### config.mk
export PLATFORM = sky130hd
export DESIGN_NAME = fu_issue_ctrl
export DESIGN_NICKNAME = d
export VERILOG_FILES = /design/src/rtl/fu_issue_ctrl.sv
export SDC_FILE = /design/constraint.sdc
export NUM_CORES = 1
export LEC_CHECK = 0
export ABC_AREA = 1
export CAP_MARGIN = 25
export CORE_MARGIN = 2
export CORE_UTILIZATION = 30
export CTS_CLUSTER_DIAMETER = 120
export CTS_CLUSTER_SIZE = 40
export DETAILED_ROUTE_END_ITERATION = 10
export GPL_ROUTABILITY_DRIVEN = 0
export PLACE_DENSITY = 0.7
export REMOVE_ABC_BUFFERS = 1
export SETUP_SLACK_MARGIN = 0.1
export SLEW_MARGIN = 20
export SYNTH_ARGS = -nofsm -noshare
export SYNTH_HDL_FRONTEND = slang
export SYNTH_SLANG_ARGS = --single-unit
### constraint.sdc
create_clock -name i_clk -period 3.2 [get_ports i_clk]
set_input_delay 0.8 -clock i_clk [delete_from_list [all_inputs] [get_ports i_clk]]
set_output_delay 0.8 -clock i_clk [all_outputs]
set_load 0.01 [all_outputs]
### src/rtl/fu_issue_ctrl.sv
// Issue controller for a combinational function unit: accepts one request,
// iterates it i_req_rep extra times by feeding the result back into operand b,
// then holds the final result until the consumer takes it.
module fu_issue_ctrl #(
  parameter int unsigned WIDTH = 16
) (
  input  logic             i_clk,
  input  logic             i_rst,
  input  logic             i_req_valid,
  output logic             o_req_ready,
  input  logic [4:0]       i_req_fs,
  input  logic [3:0]       i_req_sel_a,
  input  logic [WIDTH-1:0] i_req_a,
  input  logic [WIDTH-1:0] i_req_b,
  input  logic [3:0]       i_req_rep,
  output logic [WIDTH-1:0] o_fu_opr_a,
  output logic [WIDTH-1:0] o_fu_opr_b,
  output logic [3:0]       o_fu_sel_a,
  output logic [4:0]       o_fu_fs,
  input  logic [WIDTH-1:0] i_fu_func,
  input  logic             i_fu_n,
  input  logic             i_fu_z,
  input  logic             i_fu_v,
  input  logic             i_fu_c,
  output logic             o_rsp_valid,
  input  logic             i_rsp_ready,
  output logic [WIDTH-1:0] o_rsp_data,
  output logic [3:0]       o_status,
  output logic             o_busy
);

  typedef enum logic [1:0] {StIdle, StExec, StResp} state_e;

  state_e           state_q;
  logic [3:0]       cnt_q;
  logic [WIDTH-1:0] opr_a_q;
  logic [WIDTH-1:0] opr_b_q;
  logic [4:0]       fs_q;
  logic [3:0]       sel_a_q;
  logic [WIDTH-1:0] rsp_data_q;
  logic [3:0]       status_q;

  // Controller FSM with operand, counter, result and status registers.
  always_ff @(posedge i_clk or posedge i_rst) begin
    if (i_rst) begin
      state_q    <= StIdle;
      cnt_q      <= 4'd0;
      opr_a_q    <= '0;
      opr_b_q    <= '0;
      fs_q       <= 5'd0;
      sel_a_q    <= 4'd0;
      rsp_data_q <= '0;
      status_q   <= 4'b0000;
    end else begin
      unique case (state_q)
        StIdle: begin
          if (i_req_valid) begin
            opr_a_q <= i_req_a;
            opr_b_q <= i_req_b;
            fs_q    <= i_req_fs;
            sel_a_q <= i_req_sel_a;
            cnt_q   <= i_req_rep;
            state_q <= StExec;
          end
        end
        StExec: begin
          if (cnt_q != 4'd0) begin
            // Feed the result back as the next operand b.
            opr_b_q <= i_fu_func;
            cnt_q   <= cnt_q - 4'd1;
          end else begin
            rsp_data_q <= i_fu_func;
            // fs[4] selects operations whose flags must not disturb status.
            if (!fs_q[4]) begin
              status_q <= {i_fu_n, i_fu_z, i_fu_v, i_fu_c};
            end
            state_q <= StResp;
          end
        end
        StResp: begin
          if (i_rsp_ready) begin
            state_q <= StIdle;
          end
        end
        default: state_q <= StIdle;
      endcase
    end
  end

  // Outputs decoded from registered state; ready is also masked by reset.
  always_comb begin
    o_req_ready = (state_q == StIdle) && !i_rst;
    o_rsp_valid = (state_q == StResp);
    o_busy      = (state_q != StIdle);
    o_fu_opr_a  = opr_a_q;
    o_fu_opr_b  = opr_b_q;
    o_fu_sel_a  = sel_a_q;
    o_fu_fs     = fs_q;
    o_rsp_data  = rsp_data_q;
    o_status    = status_q;
  end

endmodule

==> impl_results.rst <==
.. list-table::
   :header-rows: 1

   * - Metric
     - Value
   * - Run status
     - completed
   * - Worst slew margin relative to its limit
     - 49.5%
   * - Worst-case hold path end point
     - o_fu_opr_b[12]
   * - RSZ-0062 raised after global routing
     - no
   * - R2R Setup Slk
     - 1.23 ns
   * - Antenna-violating nets left
     - 0
   * - CTS Root Buffer Type
     - clkbuf_8
   * - Via total after detailed routing
     - 2,551
   * - Crit path max-delay cell type
     - clkdlybuf4s50_1
   * - Max_cap viols
     - 0
   * - Drt first-iter violations
     - 76
   * - Depth of the most critical reg-to-reg path
     - 4
   * - Min-Delay Startpoint
     - o_fu_opr_b[12]
   * - Post-detailed-route wirelength per cell
     - 11.9 um
   * - Vias in the first global route
     - 2,605
   * - Top-level I/O count
     - 133
   * - Number of buffer cells added on primary ports
     - 132
   * - Data arrival time of the worst path
     - 1.88 ns
   * - Max Fanout on Critical Path
     - 2
   * - Metal2 WL
     - 3.23 mm
   * - Post-synthesis instance area
     - 2880 sq um
   * - Post-route setup slack
     - 0.518 ns
   * - Endpoint class of the critical path
     - primary output
   * - Number of setup buffers added after CTS
     - 0
   * - Antenna diodes
     - 0
   * - Static leakage
     - 2.19 nW
   * - Crit Path Category
     - primary input to primary output
   * - Longest Clk Path Bufs
     - 2
   * - Routed metal-1 wirelength
     - 3.27 mm
   * - Area contributors post-synth
     - dfrtp_1 (58%), nand2_1 (23%), o21ai_0 (6.4%), inv_1 (3.1%), nand3_1 (1.4%)
   * - Number of nets in the finished design
     - 547
   * - Clock net sink count
     - 67
   * - Number of detailed-routing iterations run before antenna repair
     - 4
   * - Number of H-tree levels
     - 3
   * - Maximum number of pins on one net before global-route repair
     - 68
   * - Horiz. Die Dim
     - 102 um
   * - Number of fillers in the final layout
     - 904
   * - Buffering stage count on the worst path with inverters included
     - 2
   * - Number of pins with negative max-slew slack in the final report
     - 0
   * - Worst-skew pair later-pin latency
     - 0.33 ns
   * - FP Rows
     - 35
   * - Period utilization
     - 83.8%
   * - Number of cells traversed by the worst hold path
     - 2
   * - Top-area cell type share of the netlist area
     - 58.3%
   * - CTS resizes
     - 0
   * - Share of the yosys chip area belonging to registers
     - 58.3%
   * - CTS clk-pin slew, worst paths
     - 0.07 ns
   * - Total global routing overflow
     - 0
   * - Die height
     - 102 um
   * - Worst-Margin Slew
     - 0.756 ns
   * - Number of standard cells after synthesis
     - 346
   * - Remaining routing DRC violations
     - 0
   * - Number of flip-flops and latches in the synthesized netlist
     - 67
   * - End of the worst register-to-register path
     - o_rsp_data[10]
   * - Starting density of the core
     - 31.0%
   * - Number of endpoints failing setup at the final stage
     - 0
   * - Critical path required time
     - 2.40 ns
   * - Maximum clock frequency
     - 373 MHz
   * - Number of warnings reported in the yosys synthesis log
     - 0
   * - Cells traversed along the worst timing path
     - clkdlybuf4s50_1 -> nor2_1 -> clkdlybuf4s50_1
   * - Average cell area after synthesis
     - 8.32 sq um
   * - Avg Vias per Cell
     - 4.18
   * - Number of distinct standard cells referenced by the synthesized netlist
     - 21
   * - Worst path max stage delay
     - 0.54 ns
   * - Met3 Routed Length
     - 715 um
   * - Global-route wire length before repair
     - 11.9 mm
   * - Fin crit period
     - 2.68 ns
   * - Number of logic stages on the critical path including buffering
     - 3
   * - Routed wire length
     - 7.28 mm
   * - Cell with the most instances on the worst path
     - clkdlybuf4s50_1
   * - Synth-to-Final Area Change
     - 56.7%
   * - Cell type contributing the most total cell area after synthesis
     - dfrtp_1
   * - Sum of net half-perimeters after detailed placement
     - 5.22 mm
   * - Aggregate global-route resource usage
     - 14.5%
   * - Class of the tightest hold or removal check
     - flop to flop
   * - Power density cells
     - 993 nW/um^2
   * - Antenna violations before repair
     - 0
   * - Number of buffers added by the clock tree synthesis step
     - 9
   * - Accumulated negative setup slack
     - 0 ns
   * - Startpoint kind of the worst setup timing path
     - primary input
   * - Highest routing layer actually used
     - met4
   * - Clock tree from TritonCTS
     - built
   * - Maximum VDD drop
     - 0.000449 V
   * - Layout cells sized above 1
     - 6.43%
   * - Worst-case clock skew
     - 0.0106 ns
   * - Full die area
     - 10,400 sq um
   * - Count of endpoints failing hold in the final timing report
     - 0
   * - Hold buffers post-CTS
     - 0
   * - DP Worst Slack
     - 0.515 ns
   * - CP top delay family
     - buffers and inverters
   * - R2R Path Start
     - state_q[0]
   * - Area of the core
     - 9280 sq um
## synth_stat cells, drive strengths merged
cell type / instances
nand2: 180
dfrtp: 67
o21ai: 37
inv: 27
buf: 10
nand3: 8
nor2: 7
clkbuf: 4
a21oi: 2
ha: 1
nand4: 1
o31ai: 1
or2: 1
## stage by stage
step	instances	power [mW]	hold slack (ns)	util (%)	instance area [sq um]
detailed placement	595	3.84	0.458	46.4	4310
global placement	595	3.78	0.453	46.4	4310
finish	611	4.48	0.469	48.6	4510
CTS	611	4.57	0.475	48.5	4510
floorplan	332	2.64	0.471	-	2800
global route	611	4.91	0.485	48.6	4510
## area by class of cell
type / instances / area [sq um] / share of cell area (%)
clock buffers: 10 / 138 / 3.05
multi-input cells: 238 / 1020 / 22.6
flip-flops and latches: 67 / 1680 / 37.2
repair buffers: 134 / 1350 / 29.9
inverters: 27 / 104 / 2.30
clock inverters: 6 / 63.8 / 1.42
well taps: 129 / 161 / 3.58
## worst max path at each step
| stage | from | slack [ns] | end |
|---|---|---|---|
| 2_1_floorplan | i_rst | 0.72 | cnt_q[0] |
| 3_3_place_gp | i_rst | 0.51 | o_req_ready |
| 3_5_place_dp | i_rst | 0.52 | o_req_ready |
| 4_1_cts | i_rst | 0.51 | o_req_ready |
| 5_1_grt | i_rst | 0.47 | o_req_ready |
| 6_report | i_rst | 0.52 | o_req_ready |
## flip-flops by register name (all words and copies together) (netlist names)
| signal | count |
|---|---|
| o_fu_opr_a | 16 |
| cnt_q | 4 |
| o_status | 4 |
| o_fu_sel_a | 4 |
| state_q | 2 |
| o_fu_opr_b | 16 |
| o_fu_fs | 5 |
| o_rsp_data | 16 |
## metal layers
metal  vias up  global-route usage, %
met4         0                   5.23
li1       1319                      -
met3         7                   5.27
met5         -                      0
met2        94                   24.3
met1      1131                   17.1
## cells in the final DEF, fill, tap and decap left out
cell type	synthesis	layout
inv_1	24	23
o21ai_0	37	37
nand4_2	1	1
nand2_4	1	1
clkdlybuf4s50_1	0	132
bufinv_16	0	1
buf_4	2	1
o31ai_1	1	1
nand2_2	2	3
nor2_4	2	2
or2_2	1	1
inv_6	0	1
ha_1	1	1
clkinvlp_4	0	2
inv_4	1	1
nand3_1	8	8
buf_12	0	1
nand2_1	177	176
clkinv_2	0	2
a21oi_1	1	1
inv_2	2	3
dfrtp_1	67	67
clkbuf_8	0	10
nor2_1	5	5
a21oi_4	1	1
## report_power, final
group          internal [mW]  total [mW]  switching [mW]
Sequential              1.28        1.51           0.236
Clock                  0.381       0.706           0.325
Combinational           1.08        2.26            1.18
Total                   2.74        4.48            1.74
## tightest hold or removal path, delay by kind of cell, from the launching register on
kind / cells / cell delay (ns)
flip-flops: 1 / 0.34
AND/OR/NAND/NOR: 2 / 0.09
## logic make-up after synthesis
family / count (synthesis) / share of synthesized area [%]
AO/OA/AOI/OAI: 40 / 7.43
adder cells (fa/ha/maj): 1 / 0.435
buffers and inverters: 41 / 6.48
flip-flops: 67 / 58.3
AND/OR/NAND/NOR: 197 / 27.4
(Power assumes the default switching activity.)
